File: config.mk
export PLATFORM = sky130hd
export DESIGN_NAME = game_stage_ctrl_flat
export DESIGN_NICKNAME = d
export VERILOG_FILES = /design/src/rtl/game_stage_ctrl_if.sv /design/src/rtl/game_stage_ctrl.sv /design/src/flat_wrapper.sv
export SDC_FILE = /design/constraint.sdc
export NUM_CORES = 1
export LEC_CHECK = 0
export ABC_AREA = 0
export CAP_MARGIN = 20
export CORE_MARGIN = 2
export CORE_UTILIZATION = 45
export CTS_BUF_LIST = sky130_fd_sc_hd__clkbuf_8
export DETAILED_ROUTE_END_ITERATION = 16
export DONT_BUFFER_PORTS = 1
export PLACE_DENSITY_LB_ADDON = 0.08
export RECOVER_POWER = 100
export SYNTH_ARGS = -nofsm -noshare
export SYNTH_HDL_FRONTEND = slang
export SYNTH_SLANG_ARGS = --single-unit
File: constraint.sdc
create_clock -name clk -period 9.1 [get_ports clk]
set_input_delay 0.455 -clock clk [delete_from_list [all_inputs] [get_ports clk]]
set_output_delay 0.455 -clock clk [all_outputs]
set_load 0.01 [all_outputs]
File: src/rtl/game_stage_ctrl_if.sv
// Button, link and status bundle of the game-flow controller.
// master = environment (hit-test, link receivers, bench); slave = game_stage_ctrl.
interface game_stage_ctrl_if #(
   parameter int NUM_PEERS = 1
);
   logic                 mouse_left;
   logic                 on_start_button;
   logic                 on_connect_button;
   logic                 on_return_button;
   logic                 game_finish;
   logic [NUM_PEERS-1:0] receive_connect;
   logic                 receive_start;
   logic [NUM_PEERS-1:0] receive_game_finish;
   logic                 send_connect;
   logic                 send_start;
   logic                 send_game_finish;
   logic                 sudoku_start;
   logic                 status;
   logic [NUM_PEERS-1:0] peer_mask;
   logic [2:0]           state;
   logic [3:0]           countdown;
   logic [1:0]           result;

   modport master (
      output mouse_left, on_start_button, on_connect_button, on_return_button,
             game_finish, receive_connect, receive_start, receive_game_finish,
      input  send_connect, send_start, send_game_finish, sudoku_start,
             status, peer_mask, state, countdown, result
   );

   modport slave (
      input  mouse_left, on_start_button, on_connect_button, on_return_button,
             game_finish, receive_connect, receive_start, receive_game_finish,
      output send_connect, send_start, send_game_finish, sudoku_start,
             status, peer_mask, state, countdown, result
   );
endinterface

File: src/rtl/game_stage_ctrl.sv
// Game-flow controller: menu, peer connect, countdown, play, game over.
// Optional play time limit enabled by defining GAME_TIMER_EN.
//
// state     | meaning
// MENU      | idle; track link drops, accept connect/start
// CONNECT   | advertise connect, collect peers until found or timeout
// COUNTDOWN | seconds countdown before play
// GAME      | play; wait for local or peer finish (or time limit)
// OVER      | show result until return click
module game_stage_ctrl #(
   parameter int NUM_PEERS           = 1,
   parameter int CLK_PER_SEC         = 100_000_000,
   parameter int COUNTDOWN_SEC       = 3,
   parameter int CONNECT_TIMEOUT_SEC = 5,
   parameter int TIME_LIMIT_SEC      = 600
) (
   input logic              clk,
   input logic              reset,
   game_stage_ctrl_if.slave bus
);
   localparam int TW      = (CLK_PER_SEC > 1) ? $clog2(CLK_PER_SEC) : 1;
   // seconds counter serves both the connect timeout and the play limit
   localparam int SEC_MAX = (CONNECT_TIMEOUT_SEC > TIME_LIMIT_SEC) ? CONNECT_TIMEOUT_SEC
                                                                   : TIME_LIMIT_SEC;
   localparam int SW      = $clog2(SEC_MAX + 1);

   localparam logic [TW-1:0] TICK_LAST = TW'(CLK_PER_SEC - 1);
   localparam logic [SW-1:0] CONN_LAST = SW'(CONNECT_TIMEOUT_SEC - 1);
   localparam logic [3:0]    CD_INIT   = 4'(COUNTDOWN_SEC);
   localparam logic [1:0]    RES_NONE  = 2'd0;
   localparam logic [1:0]    RES_WIN   = 2'd1;
   localparam logic [1:0]    RES_LOSE  = 2'd2;
`ifdef GAME_TIMER_EN
   localparam logic [1:0]    RES_TIME  = 2'd3;
   localparam logic [SW-1:0] TIME_LAST = SW'(TIME_LIMIT_SEC - 1);
`endif

   typedef enum logic [2:0] {
      S_MENU      = 3'd0,
      S_CONNECT   = 3'd1,
      S_COUNTDOWN = 3'd2,
      S_GAME      = 3'd3,
      S_OVER      = 3'd4
   } state_e;

   state_e               state_q, state_d;
   logic                 mouse_q;
   logic [TW-1:0]        tick_cnt_q, tick_cnt_d;
   logic [SW-1:0]        sec_q, sec_d;
   logic [3:0]           countdown_q, countdown_d;
   logic [1:0]           result_q, result_d;
   logic                 status_q, status_d;
   logic                 send_connect_q, send_connect_d;
   logic                 send_start_q, send_start_d;
   logic                 send_game_finish_q, send_game_finish_d;
   logic                 sudoku_start_q, sudoku_start_d;
   logic [NUM_PEERS-1:0] peer_mask_q, peer_mask_d;
   logic                 click, tick, peer_done;

   assign click     = mouse_q & ~bus.mouse_left;
   assign tick      = (tick_cnt_q == TICK_LAST);
   assign peer_done = |(bus.receive_game_finish & peer_mask_q);

   always_comb begin
      state_d            = state_q;
      countdown_d        = countdown_q;
      result_d           = result_q;
      status_d           = status_q;
      send_connect_d     = send_connect_q;
      send_start_d       = send_start_q;
      send_game_finish_d = send_game_finish_q;
      sudoku_start_d     = 1'b0;
      peer_mask_d        = peer_mask_q;
      case (state_q)
         S_MENU: begin
            peer_mask_d = peer_mask_q & bus.receive_connect;
            if (peer_mask_d == '0) begin
               send_connect_d = 1'b0;
               status_d       = 1'b0;
            end
            if (click && bus.on_connect_button) begin
               state_d        = S_CONNECT;
               send_connect_d = 1'b1;
               status_d       = |bus.receive_connect;
            end else if ((!status_q && click && bus.on_start_button) ||
                         (status_q && bus.receive_start)) begin
               state_d      = S_COUNTDOWN;
               countdown_d  = CD_INIT;
               send_start_d = ~status_q;
            end
         end
         S_CONNECT: begin
            send_connect_d = 1'b1;
            peer_mask_d    = peer_mask_q | bus.receive_connect;
            if (peer_mask_d != '0) begin
               state_d = S_MENU;
            end else if ((tick && sec_q == CONN_LAST) ||
                         (click && bus.on_return_button)) begin
               state_d        = S_MENU;
               send_connect_d = 1'b0;
               status_d       = 1'b0;
               peer_mask_d    = '0;
            end
         end
         S_COUNTDOWN: begin
            // zero-length countdown falls straight through to GAME
            if (countdown_q == 4'd0 || (tick && countdown_q == 4'd1)) begin
               state_d        = S_GAME;
               countdown_d    = 4'd0;
               sudoku_start_d = 1'b1;
            end else if (tick) begin
               countdown_d = countdown_q - 4'd1;
            end
         end
         S_GAME: begin
            if (bus.game_finish) begin
               state_d            = S_OVER;
               result_d           = RES_WIN;
               send_game_finish_d = 1'b1;
               send_start_d       = 1'b0;
            end else if (peer_done) begin
               state_d      = S_OVER;
               result_d     = RES_LOSE;
               send_start_d = 1'b0;
`ifdef GAME_TIMER_EN
            end else if (tick && sec_q == TIME_LAST) begin
               state_d      = S_OVER;
               result_d     = RES_TIME;
               send_start_d = 1'b0;
`endif
            end
         end
         S_OVER: begin
            if (click && bus.on_return_button) begin
               state_d            = S_MENU;
               result_d           = RES_NONE;
               send_game_finish_d = 1'b0;
            end
         end
         default: begin
            state_d      = S_MENU;
            send_start_d = 1'b0;
         end
      endcase

      if (state_d != state_q) begin
         tick_cnt_d = '0;
         sec_d      = '0;
      end else begin
         tick_cnt_d = tick ? '0 : tick_cnt_q + 1'b1;
         sec_d      = sec_q + SW'(tick);
      end
   end

   always_ff @(posedge clk or posedge reset) begin
      if (reset) begin
         state_q            <= S_MENU;
         mouse_q            <= 1'b0;
         tick_cnt_q         <= '0;
         sec_q              <= '0;
         countdown_q        <= 4'd0;
         result_q           <= RES_NONE;
         status_q           <= 1'b0;
         send_connect_q     <= 1'b0;
         send_start_q       <= 1'b0;
         send_game_finish_q <= 1'b0;
         sudoku_start_q     <= 1'b0;
         peer_mask_q        <= '0;
      end else begin
         state_q            <= state_d;
         mouse_q            <= bus.mouse_left;
         tick_cnt_q         <= tick_cnt_d;
         sec_q              <= sec_d;
         countdown_q        <= countdown_d;
         result_q           <= result_d;
         status_q           <= status_d;
         send_connect_q     <= send_connect_d;
         send_start_q       <= send_start_d;
         send_game_finish_q <= send_game_finish_d;
         sudoku_start_q     <= sudoku_start_d;
         peer_mask_q        <= peer_mask_d;
      end
   end

   assign bus.state            = state_q;
   assign bus.countdown        = countdown_q;
   assign bus.result           = result_q;
   assign bus.status           = status_q;
   assign bus.send_connect     = send_connect_q;
   assign bus.send_start       = send_start_q;
   assign bus.send_game_finish = send_game_finish_q;
   assign bus.sudoku_start     = sudoku_start_q;
   assign bus.peer_mask        = peer_mask_q;
endmodule

File: src/flat_wrapper.sv
// flat-port wrapper written by rule: the top's interface ports become plain ports
module game_stage_ctrl_flat 
#(
   parameter int NUM_PEERS           = 1,
   parameter int CLK_PER_SEC         = 100_000_000,
   parameter int COUNTDOWN_SEC       = 3,
   parameter int CONNECT_TIMEOUT_SEC = 5,
   parameter int TIME_LIMIT_SEC      = 600
)
  (clk, reset, bus_mouse_left, bus_on_start_button, bus_on_connect_button, bus_on_return_button, bus_game_finish, bus_receive_connect, bus_receive_start, bus_receive_game_finish, bus_send_connect, bus_send_start, bus_send_game_finish, bus_sudoku_start, bus_status, bus_peer_mask, bus_state, bus_countdown, bus_result);
  game_stage_ctrl_if #(.NUM_PEERS(NUM_PEERS)) bus_i ();
  input logic clk;
  input logic reset;
  input wire logic [$bits(bus_i.mouse_left)-1:0] bus_mouse_left;
  input wire logic [$bits(bus_i.on_start_button)-1:0] bus_on_start_button;
  input wire logic [$bits(bus_i.on_connect_button)-1:0] bus_on_connect_button;
  input wire logic [$bits(bus_i.on_return_button)-1:0] bus_on_return_button;
  input wire logic [$bits(bus_i.game_finish)-1:0] bus_game_finish;
  input wire logic [$bits(bus_i.receive_connect)-1:0] bus_receive_connect;
  input wire logic [$bits(bus_i.receive_start)-1:0] bus_receive_start;
  input wire logic [$bits(bus_i.receive_game_finish)-1:0] bus_receive_game_finish;
  output wire logic [$bits(bus_i.send_connect)-1:0] bus_send_connect;
  output wire logic [$bits(bus_i.send_start)-1:0] bus_send_start;
  output wire logic [$bits(bus_i.send_game_finish)-1:0] bus_send_game_finish;
  output wire logic [$bits(bus_i.sudoku_start)-1:0] bus_sudoku_start;
  output wire logic [$bits(bus_i.status)-1:0] bus_status;
  output wire logic [$bits(bus_i.peer_mask)-1:0] bus_peer_mask;
  output wire logic [$bits(bus_i.state)-1:0] bus_state;
  output wire logic [$bits(bus_i.countdown)-1:0] bus_countdown;
  output wire logic [$bits(bus_i.result)-1:0] bus_result;
  assign bus_i.mouse_left = bus_mouse_left;
  assign bus_i.on_start_button = bus_on_start_button;
  assign bus_i.on_connect_button = bus_on_connect_button;
  assign bus_i.on_return_button = bus_on_return_button;
  assign bus_i.game_finish = bus_game_finish;
  assign bus_i.receive_connect = bus_receive_connect;
  assign bus_i.receive_start = bus_receive_start;
  assign bus_i.receive_game_finish = bus_receive_game_finish;
  assign bus_send_connect = bus_i.send_connect;
  assign bus_send_start = bus_i.send_start;
  assign bus_send_game_finish = bus_i.send_game_finish;
  assign bus_sudoku_start = bus_i.sudoku_start;
  assign bus_status = bus_i.status;
  assign bus_peer_mask = bus_i.peer_mask;
  assign bus_state = bus_i.state;
  assign bus_countdown = bus_i.countdown;
  assign bus_result = bus_i.result;
  game_stage_ctrl #(.NUM_PEERS(NUM_PEERS), .CLK_PER_SEC(CLK_PER_SEC), .COUNTDOWN_SEC(COUNTDOWN_SEC), .CONNECT_TIMEOUT_SEC(CONNECT_TIMEOUT_SEC), .TIME_LIMIT_SEC(TIME_LIMIT_SEC)) u_core (.clk(clk), .reset(reset), .bus(bus_i));
endmodule
# After elaboration in Yosys (flattened, before gate mapping)
# Cells that the tools add are included.
# totals
output_inout_bits	15
inputBits	10
register_bits	53
wordCells	104
# classes
n_reduce_logical	23
eq_ne	17
mux	42
addsub	3
n_bitwise	7
# op_table
operator	count
27-bit two-way mux	2
27-bit by 1-bit adder with 27-bit output, second input constant	1
27-bit equality test, second input constant	1
3-bit two-way mux	8
1-bit two-way mux	16
4-bit two-way mux	4
3-bit case mux with 5 select lines	1
4-bit AND reduction	3
10-bit by 1-bit adder with 10-bit output	1
10-bit by 3-bit equality test with 1-bit output, second input constant	1
10-bit two-way mux	1
1-bit case mux with 2 select lines	4
4-bit case mux with 2 select lines	1
1-bit logical AND	7
3-bit by 2-bit equality test with 1-bit output, second input constant	2
2-bit two-way mux	3
2-bit by 1-bit inequality test with 1-bit output, second input constant	3
2-bit inequality test, second input constant	3
3-bit AND reduction	2
2-bit nonzero test	3
4-bit by 1-bit equality test with 1-bit output, second input constant	1
4-bit logical NOT	1
2-bit case mux with 2 select lines	1
4-bit by 1-bit subtractor with 4-bit output, second input constant	1
other kinds (15)	21

# Depth between registers and ports, before layout
# logic_depth
ltp_word	10
mapped_depth	14
mapped_depth_nobuf	12

# Worst setup path after synthesis
# No wires, ideal clock.
# synth_timing
path_type	register to register
from	reg u_core.tick_cnt_q[10]
to	reg u_core.sec_q[8]
setup_slack_ns	6.152
required_time_ns	8.967
t_arrival_ns	2.815
path_stages_with_launch	13
cell_sequence	dfrtp_1 or4_1 or4_4 or2_1 buf_6 clkinv_4 ha_1 ha_1 nand3_1 nor2_1 and3_1 xnor2_1 nor3_1
# synth_via
elab_chain_len	8
word_cells_on_any_way	12
cone_classes	add/sub (1); eq/ne (2); mux (5); reduce/logical (4)
# synth_rtl
element	line	text
start, declared	game_stage_ctrl.sv:48	logic [TW-1:0] tick_cnt_q, tick_cnt_d;
start signal, assigned	game_stage_ctrl.sv:172	tick_cnt_q <= tick_cnt_d;
27-bit equality test *	game_stage_ctrl.sv:61	assign tick = (tick_cnt_q == TICK_LAST);
1-bit logical AND	game_stage_ctrl.sv:97	end else if ((tick && sec_q == CONN_LAST) ||
1-bit logical OR	game_stage_ctrl.sv:97	
3-bit two-way mux	game_stage_ctrl.sv:97	
3-bit two-way mux	game_stage_ctrl.sv:95	if (peer_mask_d != '0) begin
3-bit case mux with 5 select lines	game_stage_ctrl.sv:74	case (state_q)
3-bit inequality test	game_stage_ctrl.sv:146	if (state_d != state_q) begin
10-bit two-way mux *	game_stage_ctrl.sv:146	
via u_core.sec_d[8]	game_stage_ctrl.sv:49	logic [SW-1:0] sec_q, sec_d;
end signal, assigned	game_stage_ctrl.sv:160	sec_q <= '0;
end signal, assigned	game_stage_ctrl.sv:173	sec_q <= sec_d;
end, declared	game_stage_ctrl.sv:49	
# The timed path passes the listed nets; every way through them passes the cells marked *.
# A chain may end at the register's enable or synchronous reset.

# Worst setup path in the final report
# Ends and elaborated chain as after synthesis.

==> impl_metrics.yaml <==
outcome:
  status: "complete, but fails checks"
  violations: "capacitance limit, slew limit"
die:
  io_pins: 25
  start_util: 0.462
  die_w_um: 84.5
  coreArea_mm2: 0.00631
  die_area_mm2: 0.00714
  die_height_um: 84.5
  placementRows: 29
grt:
  grtUsageMet3: 0.0374
  antenna_found_initial: 0
  grt_usage: 0.174
  grt_util_met2: 0.275
  grt_pass1_vias: 2084
  grt_pass1_wl_mm: 10.2
  grt_overflow: 0
  busiest_layer: "met2"
  grt.met1_usage: 0.244
  grt_max_degree: 54
sta:
  period_needed_ns: 3.35
  max_slew.worst_pin.slew_ns: 2.87
  hold_viol_final: 0
  slew_violations: 54
  final.setup.tns_ns: 0
  clock.fmax_mhz: 298
  holdWs_ns: 0.173
  period_share: 0.368
  finalClockSkew_ns: 0.00732
  setup_viol: 0
  max_slew_margin: -0.911
  rsz0062_at_grt: "false"
cts:
  hold_buffers: 0
  cts_root_buffer: "clkbuf_8"
  clock_latency_ns: 0.30
  cts_setup_buffers: 0
  cts.sinks: 53
  cts_resized: 0
  cts_max_path_buffers: 2
  cts-buffers-inserted: 5
  h-tree-depth: 2
  cts.clk_slew.worst_paths_ns: 0.09
  cts_tree: "built"
synthesis:
  synth_top_family_by_area: "simple AND/OR/NAND/NOR gates"
  synthSimpleGateAreaFrac: 0.274
  async_reset_ff_frac: 1.00
  synthTopCellsByArea: "dfrtp_1, xnor2_1, xor2_1"
  syn_area_mm2: 0.00291
  postSynthAreaPerCell_um2: 9.52
  ys_seq_area_frac: 0.455
  syn_nets: 322
  synth_top_area_frac: 0.455
  synthTopCellsByCount: "dfrtp_1, nor2_1, nor3_1"
  synthMuxAreaShare: 0.00773
  synth_cells: 306
  ys_ff_latch: 53
  synth-xor-area-share: 0.0992
  synth.most_common_cell: "dfrtp_1"
  ys_types: 54
  synth_ff_type: "dfrtp_1"
  synth_compound_area_frac: 0.0957
  yosysWarningCount: 0
  synth_edf_count: 0
  synthAdderAreaFrac: 0.0258
  synth_largest_area_cell: "dfrtp_1"
layout:
  fillCellCount: 630
  syn2layout_area_growth_pct: 4.16
  layout-drive-gt1-share: 0.0364
  antenna_cells: 0
  final_nets: 318
place:
  place_congestion: 0.810
  port-buffer-count: 0
  hpwl_mm: 4.04
critical_path:
  cp-end-kind: "flop"
  critPathArrivalTime_ns: 3.57
  worst_ep_required_time_ns: 9.31
  crit_path_start_kind: "flop"
  rr_worst_depth: 11
  path_max_fanout: 7
  crit_type: "flop to flop"
run:
  max-cap-violations: 1
pwr:
  leakage_nw: 1.32
  max-vdd-ir-drop_mv: 0.146
  power_density_mw_per_mm2: 213
drt:
  num_vias: 2192
  wl_per_cell_um: 15.5
  drcViolationCount: 0
  detail-route-antenna-nets: 0
  viasPerCell: 5.78
  first_iter_violations: 82
  routed_wl_mm: 5.88
  firstDrtPassIters: 4
min_path:
  hp-class: "input port to flop"
  min_path_cells: 0
metal layers:
| metal | vias to the layer above | share of wire |
|---|---|---|
| met2 | 42 | 0.46 |
| met1 | 1064 | 0.49 |
| met3 | 2 | 0.039 |
| met4 | 0 | 0.0049 |
| li1 | 1084 | - |
| met5 | - | 0 |
layout by cell type (no fill, tap or decap), drive strengths merged, types with 11 or more instances in the layout:
cell type / instances
nor3: 26
nand3: 13
dfrtp: 53
nand4: 11
xor2: 15
xnor2: 18
nand2: 24
inv: 11
nor2: 33
critical path, cell delays in order (launching register included):
cell        delay [ns]
dfrtp_1           0.42
or4_1             0.53
or4_1             0.61
or2_0             0.38
clkinvlp_2        0.21
ha_1              0.21
ha_1              0.19
nand3_1           0.12
nor2_1            0.17
and3_1            0.19
xnor2_1           0.06
nor3_1            0.18
per-stage QoR:
stage | total power [mW] | std cells | area (um2) | utilization | setup WS, ns
floorplan | 0.470 | 306 | 2910 | - | 6.15
detailed placement | 0.499 | 372 | 2940 | 0.466 | 5.95
finish | 0.646 | 379 | 3040 | 0.481 | 5.75
global route | 0.696 | 379 | 3040 | 0.481 | 5.50
CTS | 0.655 | 379 | 3050 | 0.483 | 5.91
global placement | 0.501 | 372 | 2940 | 0.466 | 6.00
kinds of logic after synthesis:
| logic type | Yosys count |
|---|---|
| AND/OR/NAND/NOR | 148 |
| flip-flops | 53 |
| AO/OA/AOI/OAI | 40 |
| XOR/XNOR | 33 |
| buffers and inverters | 24 |
| adder cells (fa/ha/maj) | 6 |
| multiplexers | 2 |
path summary, 6_finish.rpt:
check	start	end	slack [ns]
worst max register to register	u_core.tick_cnt_q[10]$_DFF_PP0_	u_core.sec_q[8]$_DFF_PP0_	5.75
worst min register to register	u_core.tick_cnt_q[0]$_DFF_PP0_	u_core.tick_cnt_q[0]$_DFF_PP0_	0.52
min in group asynchronous	reset	u_core.tick_cnt_q[5]$_DFF_PP0_	1.13
worst max-delay path	u_core.tick_cnt_q[10]$_DFF_PP0_	u_core.sec_q[8]$_DFF_PP0_	5.75
worst min-delay path	bus_mouse_left	u_core.mouse_q$_DFF_PP0_	0.17
max in group asynchronous	reset	u_core.bus.state[1]$_DFF_PP0_	6.36
flip-flops by register name, summed over array words and instances (netlist names):
name                         flops
u_core.bus.state                 3
u_core.mouse_q                   1
u_core.bus.countdown             4
u_core.bus.sudoku_start          1
u_core.tick_cnt_q               27
u_core.bus.status                1
u_core.bus.result                2
u_core.bus.peer_mask             1
u_core.sec_q                    10
u_core.bus.send_start            1
u_core.bus.send_connect          1
u_core.bus.send_game_finish      1
cell type report:
type | instances | area (um2) | share of cell area
sequential | 53 | 1330 | 0.437
clock buffer | 5 | 68.8 | 0.0227
clock inverter | 2 | 35.0 | 0.0115
inverter | 12 | 46.3 | 0.0153
tap | 77 | 96.3 | 0.0317
timing repair buffer | 1 | 3.75 | 0.00124
multi-input combinational | 229 | 1460 | 0.481
report_power, final:
part	internal [mW]	switching (mW)
registers	0.261	0.0522
clock network	0.0801	0.0754
logic	0.0626	0.115
total	0.404	0.243
(Power assumes the default switching activity.)
